[src/rtl/core_pkg.sv]
// Shared core definitions: next-PC select encodings and instruction field layout.
package core_pkg;

    typedef enum logic [1:0] {
        PC_SRC_SEQ  = 2'b00,
        PC_SRC_TGT  = 2'b01,
        PC_SRC_JMP  = 2'b10,
        PC_SRC_HOLD = 2'b11
    } pc_src_e;

    localparam int INSTR_W    = 32;
    localparam int OPCODE_MSB = 31;
    localparam int OPCODE_LSB = 26;
    localparam int JIDX_MSB   = 25;
    localparam int JIDX_LSB   = 0;

    function automatic logic [OPCODE_MSB-OPCODE_LSB:0] get_opcode(input logic [INSTR_W-1:0] instr);
        return instr[OPCODE_MSB:OPCODE_LSB];
    endfunction

endpackage

[src/rtl/return_stack.sv]
// Hardware return-address stack: push, pop, replace-top, with sticky overflow/underflow flags.
module return_stack
    import core_pkg::*;
#(
    parameter int ADDR_W    = 32,
    parameter int RAS_DEPTH = 8
) (
    input  logic              clk,
    input  logic              reset,
    input  logic              i_en,
    input  logic              i_push,
    input  logic              i_pop,
    input  logic [ADDR_W-1:0] i_push_data,
    output logic [ADDR_W-1:0] o_top,
    output logic              o_empty,
    output logic              o_full,
    output logic              o_overflow,
    output logic              o_underflow
);

    localparam int IDX_W = $clog2(RAS_DEPTH);
    localparam int SP_W  = IDX_W + 1;

    logic [ADDR_W-1:0] r_mem [RAS_DEPTH];
    logic [SP_W-1:0]   r_sp;
    logic              r_empty;
    logic              r_full;
    logic              r_overflow;
    logic              r_underflow;

    logic [IDX_W-1:0]  w_top_idx;
    logic [SP_W-1:0]   w_sp_nxt;
    logic              w_wr;
    logic [IDX_W-1:0]  w_wr_idx;
    logic              w_ovf_set;
    logic              w_unf_set;

    // At full depth the low index bits wrap to zero, so minus one still lands on the top slot.
    assign w_top_idx = r_sp[IDX_W-1:0] - IDX_W'(1);
    assign o_top     = r_mem[w_top_idx];

    // Next stack pointer, write request and error detection for this cycle.
    always_comb begin
        w_sp_nxt  = r_sp;
        w_wr      = 1'b0;
        w_wr_idx  = r_sp[IDX_W-1:0];
        w_ovf_set = 1'b0;
        w_unf_set = 1'b0;
        if (i_en) begin
            if (i_pop) begin
                if (!r_empty) begin
                    if (i_push) begin
                        w_wr     = 1'b1;
                        w_wr_idx = w_top_idx;
                    end else begin
                        w_sp_nxt = r_sp - SP_W'(1);
                    end
                end else begin
                    w_unf_set = 1'b1;
                    if (i_push) begin
                        w_wr     = 1'b1;
                        w_wr_idx = IDX_W'(0);
                        w_sp_nxt = SP_W'(1);
                    end else begin
                        w_sp_nxt = r_sp;
                    end
                end
            end else if (i_push) begin
                if (r_full) begin
                    w_ovf_set = 1'b1;
                end else begin
                    w_wr     = 1'b1;
                    w_sp_nxt = r_sp + SP_W'(1);
                end
            end else begin
                w_sp_nxt = r_sp;
            end
        end else begin
            w_sp_nxt = r_sp;
        end
    end

    // Stack pointer, status and sticky error flags.
    always_ff @(posedge clk) begin
        if (reset) begin
            r_sp        <= SP_W'(0);
            r_empty     <= 1'b1;
            r_full      <= 1'b0;
            r_overflow  <= 1'b0;
            r_underflow <= 1'b0;
        end else begin
            r_sp        <= w_sp_nxt;
            r_empty     <= (w_sp_nxt == SP_W'(0));
            r_full      <= (w_sp_nxt == SP_W'(RAS_DEPTH));
            r_overflow  <= r_overflow | w_ovf_set;
            r_underflow <= r_underflow | w_unf_set;
        end
    end

    // Entry storage; contents past the pointer are dead, so no reset is needed.
    always_ff @(posedge clk) begin
        if (w_wr) begin
            r_mem[w_wr_idx] <= i_push_data;
        end
    end

    assign o_empty     = r_empty;
    assign o_full      = r_full;
    assign o_overflow  = r_overflow;
    assign o_underflow = r_underflow;

endmodule

[src/rtl/fetch_unit.sv]
// Instruction-fetch stage: PC, next-PC mux, instruction register and return-address stack.
module fetch_unit
    import core_pkg::*;
#(
    parameter int                ADDR_W    = 32,
    parameter int                RAS_DEPTH = 8,
    parameter logic [ADDR_W-1:0] RESET_PC  = 32'h0000_0000
) (
    input  logic               clk,
    input  logic               reset,
    input  logic               PCWrite,
    input  logic [1:0]         pcSrc,
    input  logic               push,
    input  logic               pop,
    input  logic               halt,
    input  logic [ADDR_W-1:0]  target_addr,
    input  logic [INSTR_W-1:0] imem_rdata,
    output logic [ADDR_W-1:0]  imem_addr,
    output logic [ADDR_W-1:0]  pc,
    output logic [ADDR_W-1:0]  pc_plus4,
    output logic [INSTR_W-1:0] instruction,
    output logic [5:0]         opcode,
    output logic               ras_empty,
    output logic               ras_full,
    output logic               ras_overflow,
    output logic               ras_underflow
);

    logic [ADDR_W-1:0]  r_pc;
    logic [ADDR_W-1:0]  r_pc_plus4;
    logic [INSTR_W-1:0] r_instr;

    logic               w_update;
    logic [ADDR_W-1:0]  w_seq_pc;
    logic [ADDR_W-1:0]  w_jmp_pc;
    logic [ADDR_W-1:0]  w_ras_top;
    logic [ADDR_W-1:0]  w_pc_nxt;

    assign w_update = PCWrite & ~halt;
    assign w_seq_pc = r_pc + ADDR_W'(4);
    assign w_jmp_pc = {w_seq_pc[ADDR_W-1:28], imem_rdata[JIDX_MSB:JIDX_LSB], 2'b00};

    return_stack #(
        .ADDR_W    (ADDR_W),
        .RAS_DEPTH (RAS_DEPTH)
    ) u_ras (
        .clk         (clk),
        .reset       (reset),
        .i_en        (w_update),
        .i_push      (push),
        .i_pop       (pop),
        .i_push_data (w_seq_pc),
        .o_top       (w_ras_top),
        .o_empty     (ras_empty),
        .o_full      (ras_full),
        .o_overflow  (ras_overflow),
        .o_underflow (ras_underflow)
    );

    // Next-PC selection; a return outranks the pcSrc select.
    always_comb begin
        w_pc_nxt = r_pc;
        if (pop) begin
            if (!ras_empty) begin
                w_pc_nxt = w_ras_top;
            end else begin
                w_pc_nxt = r_pc;
            end
        end else begin
            case (pc_src_e'(pcSrc))
                PC_SRC_SEQ:  w_pc_nxt = w_seq_pc;
                PC_SRC_TGT:  w_pc_nxt = target_addr;
                PC_SRC_JMP:  w_pc_nxt = w_jmp_pc;
                PC_SRC_HOLD: w_pc_nxt = r_pc;
                default:     w_pc_nxt = r_pc;
            endcase
        end
    end

    // PC, return-address latch and instruction register advance only on an update cycle.
    always_ff @(posedge clk) begin
        if (reset) begin
            r_pc       <= RESET_PC;
            r_pc_plus4 <= RESET_PC;
            r_instr    <= {INSTR_W{1'b0}};
        end else if (w_update) begin
            r_pc       <= w_pc_nxt;
            r_pc_plus4 <= w_seq_pc;
            r_instr    <= imem_rdata;
        end else begin
            r_pc       <= r_pc;
            r_pc_plus4 <= r_pc_plus4;
            r_instr    <= r_instr;
        end
    end

    assign imem_addr   = r_pc;
    assign pc          = r_pc;
    assign pc_plus4    = r_pc_plus4;
    assign instruction = r_instr;
    assign opcode      = get_opcode(r_instr);

endmodule

[config.mk]
export PLATFORM = sky130hd
export DESIGN_NAME = fetch_unit
export DESIGN_NICKNAME = d
export VERILOG_FILES = /design/src/rtl/core_pkg.sv /design/src/rtl/return_stack.sv /design/src/rtl/fetch_unit.sv
export SDC_FILE = /design/constraint.sdc
export NUM_CORES = 1
export LEC_CHECK = 0
export CAP_MARGIN = 20
export CORE_MARGIN = 1
export CORE_UTILIZATION = 59
export CTS_CLUSTER_DIAMETER = 60
export CTS_CLUSTER_SIZE = 24
export DETAILED_ROUTE_END_ITERATION = 10
export PLACE_DENSITY = 0.85
export SYNTH_ARGS = -nofsm -noshare
export SYNTH_HDL_FRONTEND = slang
export SYNTH_SLANG_ARGS = --single-unit
[constraint.sdc]
create_clock -name clk -period 12.8 [get_ports clk]
set_input_delay 3.2 -clock clk [delete_from_list [all_inputs] [get_ports clk]]
set_output_delay 3.2 -clock clk [all_outputs]
set_load 0.005 [all_outputs]
# --- Word-level counts from Yosys, hierarchy flattened ---
# Memory sizes are Yosys's and may differ from the RTL's.
# Cells that the tools add are included.
totals:
  memories: 1
  word_cells: 55
  ramBits: 256
  output_inout_bits: 138
  ff_bits: 104
  input_bits: 72
memory_table:
  columns: ["name", "depth", "width", "read_ports", "rd_clocked_by_memory_dff", "write_ports", "line", "rtl"]
  rows:
  - ["u_ras.r_mem", 8, 32, 1, 0, 1, "return_stack.sv:24", "logic [ADDR_W-1:0] r_mem [RAS_DEPTH];"]
op_classes:
  add_sub_neg: 4
  muxes: 29
  n_eq_ne: 6
  n_bitwise: 4
  n_reduce_logical: 3
op_table:
  columns: ["op", "n"]
  rows:
  - ["32-bit case mux with 3 select lines", 1]
  - ["32-bit 2-to-1 mux", 2]
  - ["32-bit by 3-bit adder with 32-bit output, second input constant", 1]
  - ["4-bit 2-to-1 mux", 7]
  - ["3-bit 2-to-1 mux", 5]
  - ["1-bit 2-to-1 mux", 14]
  - ["4-bit by 1-bit adder with 4-bit output, second input constant", 1]
  - ["2-bit equality test, second input constant", 2]
  - ["4-bit equality test, second input constant", 1]
  - ["4-bit zero test", 1]
  - ["2-bit inequality test, second input constant", 2]
  - ["4-bit by 1-bit subtractor with 4-bit output, second input constant", 1]
  - ["3-bit AND reduction", 1]
  - ["3-bit by 1-bit subtractor with 3-bit output, second input constant", 1]
  - ["2-bit by 1-bit equality test with 1-bit output, second input constant", 1]
  - ["2-bit zero test", 1]
  - ["1-bit bitwise OR", 2]
  - ["1-bit AND", 1]
  - ["1-bit NOT", 1]

# --- Longest topological paths before layout ---
depth:
  ltp_word: 6
  mapped_depth: 13
  ltp_nobuf: 7

# --- Hierarchy ---
# From an unflattened synthesis, not the netlist that was laid out.
hier_totals:
  cells_unflattened: 1169
  hier_area_um2: 15808.9
by_module_without_submodules:
  columns: ["module", "area_per_inst_um2", "seq_area_each_um2", "cells_per_inst", "instances"]
  rows:
  - ["return_stack", 10312.4, 7847.5, 464, 1]
  - ["fetch_unit", 5496.5, 1921.8, 705, 1]

# --- Least setup slack after synthesis ---
# No wires, ideal clock.
synth_path:
  path_kind: "input to register"
  start: "in push"
  end: "mem u_ras.r_mem[4][0] (enable)"
  path_buffers: 1
  stages: 7
  required_time_ps: 12339
  path_slack_ps: 5704
  setup_time_ps: 461
  arrival_ps: 6635
  path_cell_list: "clkbuf_1 -> inv_1 -> ha_1 -> mux2_2 -> nor2_1 -> o211ai_1 -> nor3_1"
synth_via:
  elab_chain_len: 5
  elab_cells_between_ends: 11
  classes_between: "11 x mux"
synth_lines:
  columns: ["element", "line", "rtl"]
  rows:
  - ["from (decl)", "fetch_unit.sv:13", "input logic push,"]
  - ["1-bit 2-to-1 mux, on equally long branches", "return_stack.sv:68, return_stack.sv:52, return_stack.sv:60", null]
  - ["1-bit 2-to-1 mux", "return_stack.sv:50", "if (i_pop) begin"]
  - ["1-bit 2-to-1 mux", "return_stack.sv:49", "if (i_en) begin"]
  - ["1-bit 2-to-1 mux", "return_stack.sv:102", "if (w_wr) begin"]
  - ["1-bit 2-to-1 mux (not written as such)", "return_stack.sv:103", "r_mem[w_wr_idx] <= i_push_data;"]
  - ["to (decl)", "return_stack.sv:24", null]
# Parallel ways exist; a longest one is shown, timed or not.

# --- Worst setup path in the final report ---
layout_path:
  start: "in PCWrite"
  end: "mem u_ras.r_mem[3][0] (enable)"
layout_via:
  elab_chain_len: 4
  elab_cells_between_ends: 5
  classes_between: "4 x mux; 1 x bitwise"
layout_lines:
  columns: ["element", "line", "rtl"]
  rows:
  - ["from (decl)", "fetch_unit.sv:11", "input logic PCWrite,"]
  - ["1-bit AND *", "fetch_unit.sv:39", "assign w_update = PCWrite & ~halt;"]
  - ["1-bit 2-to-1 mux", "return_stack.sv:49", null]
  - ["1-bit 2-to-1 mux", "return_stack.sv:102", null]
  - ["1-bit 2-to-1 mux (not written as such)", "return_stack.sv:103", null]
# Mark *: on every way between the ends. The rest lies on a longest branch, timed or not.

==> flow_metrics.tcl <==
set metrics [dict create \
    finalSetupViolations 0 \
    cts_made_buffers 24 \
    power_density_nw_per_um2 131 \
    cts-hold-fix-buffers 0 \
    place.port_buffers 209 \
    grt_busiest_layer "met2" \
    path_clk_slew_ns 0.08 \
    outcome "finished clean" \
    multi_input_area_um2 5200 \
    cts_setup_buffers 0 \
    die_y_um 165 \
    antenna_cells 0 \
    synth_top_family_by_area "simple AND/OR/NAND/NOR gates" \
    synthTopCellsByArea "edfxtp_1 (49%), dfxtp_1 (13%), mux4_2 (6.8%)" \
    die_w_um 165 \
    dp_hpwl_um 28200 \
    maxCapViolations 0 \
    dr.pass1.iters 5 \
    num_vias 11433 \
    drive_gt1_share_pct 10.2 \
    yosysMostFrequentCell "edfxtp_1" \
    grt_antenna_before_repair 0 \
    synthCells 1205 \
    tns_ns 0 \
    ioPinCount 210 \
    gr-total-overflow 0 \
    fmax_mhz 165 \
    synthAdderAreaFrac_pct 0.640 \
    timing.final.crit_share_pct 47.4 \
    wire_per_inst_um 26.8 \
    postRouteAntennaNets 0 \
    crit_type "input pin to flop" \
    grt_pass1_vias 10764 \
    cp-end-kind "flop" \
    synth.area.mux_share_pct 10.1 \
    grt_pass1_wl_um 65700 \
    vdd_drop_max_uv 119 \
    tightest_slew_ns 1.14 \
    ys_seq_elements 360 \
    ys_seq_area_share_pct 62.5 \
    grt_max_degree 75 \
    met1_usage_pct 45.0 \
    synth-simple-area-share_pct 10.7 \
    met3_usage_pct 9.77 \
    drc_errors 0 \
    syn_to_final_growth_pct 18.8 \
    synth_ff_type "edfxtp_1" \
    fillers 1643 \
    fin_skew_ns 0.0192 \
    hold_class "flop to flop" \
    synth-compound-area-share_pct 9.65 \
    rsz0062_at_grt "no" \
    synth-xor-area-share_pct 1.74 \
    core_um2 26100 \
    synthesis.area_um2 15600 \
    htreeDepth 1 \
    wl_um 45300 \
    cts-root-buf "clkbuf_16" \
    cp.arrival_ns 6.27 \
    drv_slew 0 \
    ys_warn_count 0 \
    synth_top_area_share_pct 49.2 \
    rows 59 \
    synthArstFlopShare_pct 0 \
    worst_skew_pair.late_latency_ns 0.56 \
    syn_avg_cell_area_um2 13.0 \
    grt_use_met2_pct 51.9 \
    period_needed_ns 6.07 \
    place_congestion 0.916 \
    hold_viol_final 0 \
    synth_top_area_cell "edfxtp_1" \
    cp.required_ns 12.99 \
    leakagePower_nw 6.33 \
    viasPerCell 6.76 \
    slew_headroom_pct 23.8 \
    nNetsFinal 1419 \
    cts_resized 0 \
    initial_core_util_pct 60.0 \
    netlist-cell-type-count 68 \
    register_area_um2 9770 \
    drt-initial-drc-count 1626 \
    clockBufferDepth 3 \
    numClockSinks 360 \
    syn_nets 1285 \
    worst_hold_slack_ns 0.457 \
    cts_tree "yes" \
    die_area_um2 27200 \
    crit_fanout 74 \
    cp-start-kind "input pin" \
    grt_util_all_layers_pct 33.5 \
    yosys-top-cells-count "edfxtp_1 (256), nand2_1 (149), dfxtp_1 (104)" \
    synth-edff-count 256 \
]
[cell families (layout without fill, tap and decap cells)]
logic type | after synthesis | in the layout
xor+xnor | 29 | 29
simple gates | 358 | 358
compound gates | 213 | 213
flops | 360 | 360
fa+ha+maj | 8 | 8
mux | 90 | 90
buf+inv | 147 | 299
[layout by cell type, fill, tap and decap left out, drive strengths merged, types with 6 or more instances in the layout]
cell type / synthesis / routed
clkinv: 0 / 6
xnor2: 18 / 18
a211oi: 12 / 12
clkbuf: 55 / 31
o211a: 8 / 8
nor3: 24 / 24
nand4: 14 / 14
nand2: 149 / 149
and4: 7 / 7
nand3: 52 / 52
or4: 6 / 6
inv: 23 / 30
and3: 6 / 6
buf: 69 / 25
clkdlybuf4s50: 0 / 207
o21a: 9 / 9
a221oi: 15 / 15
a21oi: 56 / 56
nand2b: 10 / 10
edfxtp: 256 / 256
ha: 8 / 8
o31ai: 8 / 8
a31oi: 14 / 14
a22oi: 8 / 8
xor2: 11 / 11
o22ai: 6 / 6
dfxtp: 104 / 104
o21ai: 18 / 18
nor4: 8 / 8
o211ai: 6 / 6
a21o: 6 / 6
mux2i: 35 / 35
mux4: 52 / 52
nor2: 65 / 65
and2: 7 / 7
[report_power, final]
group          internal, mW  leakage [nW]  switching [mW]
clock                 0.403         0.416           0.435
sequential             1.27          3.21          0.0341
combinational         0.136          2.70           0.166
[flip-flops by register name, indices dropped and copies added, names as in the netlist]
| register | flops |
|---|---|
| pc_plus4 | 32 |
| instruction | 32 |
| u_ras.o_empty | 1 |
| imem_addr | 32 |
| u_ras.o_underflow | 1 |
| u_ras.o_overflow | 1 |
| u_ras.o_full | 1 |
| u_ras.r_sp | 4 |
| u_ras.r_mem | 256 |
[metrics by stage]
stage          power, mW  std cells  utilization (%)  setup WS [ns]  instance area [µm²]
6_report            2.44       1692             71.3           6.73                18600
3_3_place_gp        1.61       1648             68.1           6.45                17700
4_1_cts             2.44       1692             71.3           6.79                18600
2_1_floorplan       1.49       1205                -           5.70                15600
3_5_place_dp        1.62       1648             68.1           6.29                17700
5_1_grt             2.50       1692             71.3           6.48                18600
[metal layers]
metal / part of all wire [%] / vias to the layer above
met5: 0 / -
met4: 3.3 / 0
met3: 15 / 126
met2: 45 / 948
met1: 37 / 5572
li1: - / 4787
[final cells by class]
class,instances,area share [%]
multi-input cells,698,28.0
clock inverters,13,0.902
flip-flops and latches,360,52.6
clock buffers,31,3.66
repair buffers,232,12.1
well taps,335,2.26
inverters,23,0.465
[critical path: stages]
cell and delay, ns:
clkdlybuf4s50_1 0.54, nor2b_4 0.16, buf_4 0.66, nand3_1 0.34
o21ai_0 0.37, o31ai_1 0.25, nor3_2 0.24, buf_4 0.47
[path summary, 6_finish.rpt]
path / endpoint / startpoint / cells past startpoint / slack, ns
min reg2reg: pc_plus4[3]$_SDFFE_PP0P_ / pc_plus4[3]$_SDFFE_PP0P_ / 2 / 0.46
max reg2reg: u_ras.r_mem[5][4]$_DFFE_PP_ / u_ras.r_sp[0]$_SDFF_PP0_ / 6 / 8.53
max: u_ras.r_mem[3][0]$_DFFE_PP_ / PCWrite / 8 / 6.73
min: pc_plus4[3]$_SDFFE_PP0P_ / pc_plus4[3]$_SDFFE_PP0P_ / 2 / 0.46
(Power assumes the default switching activity.)
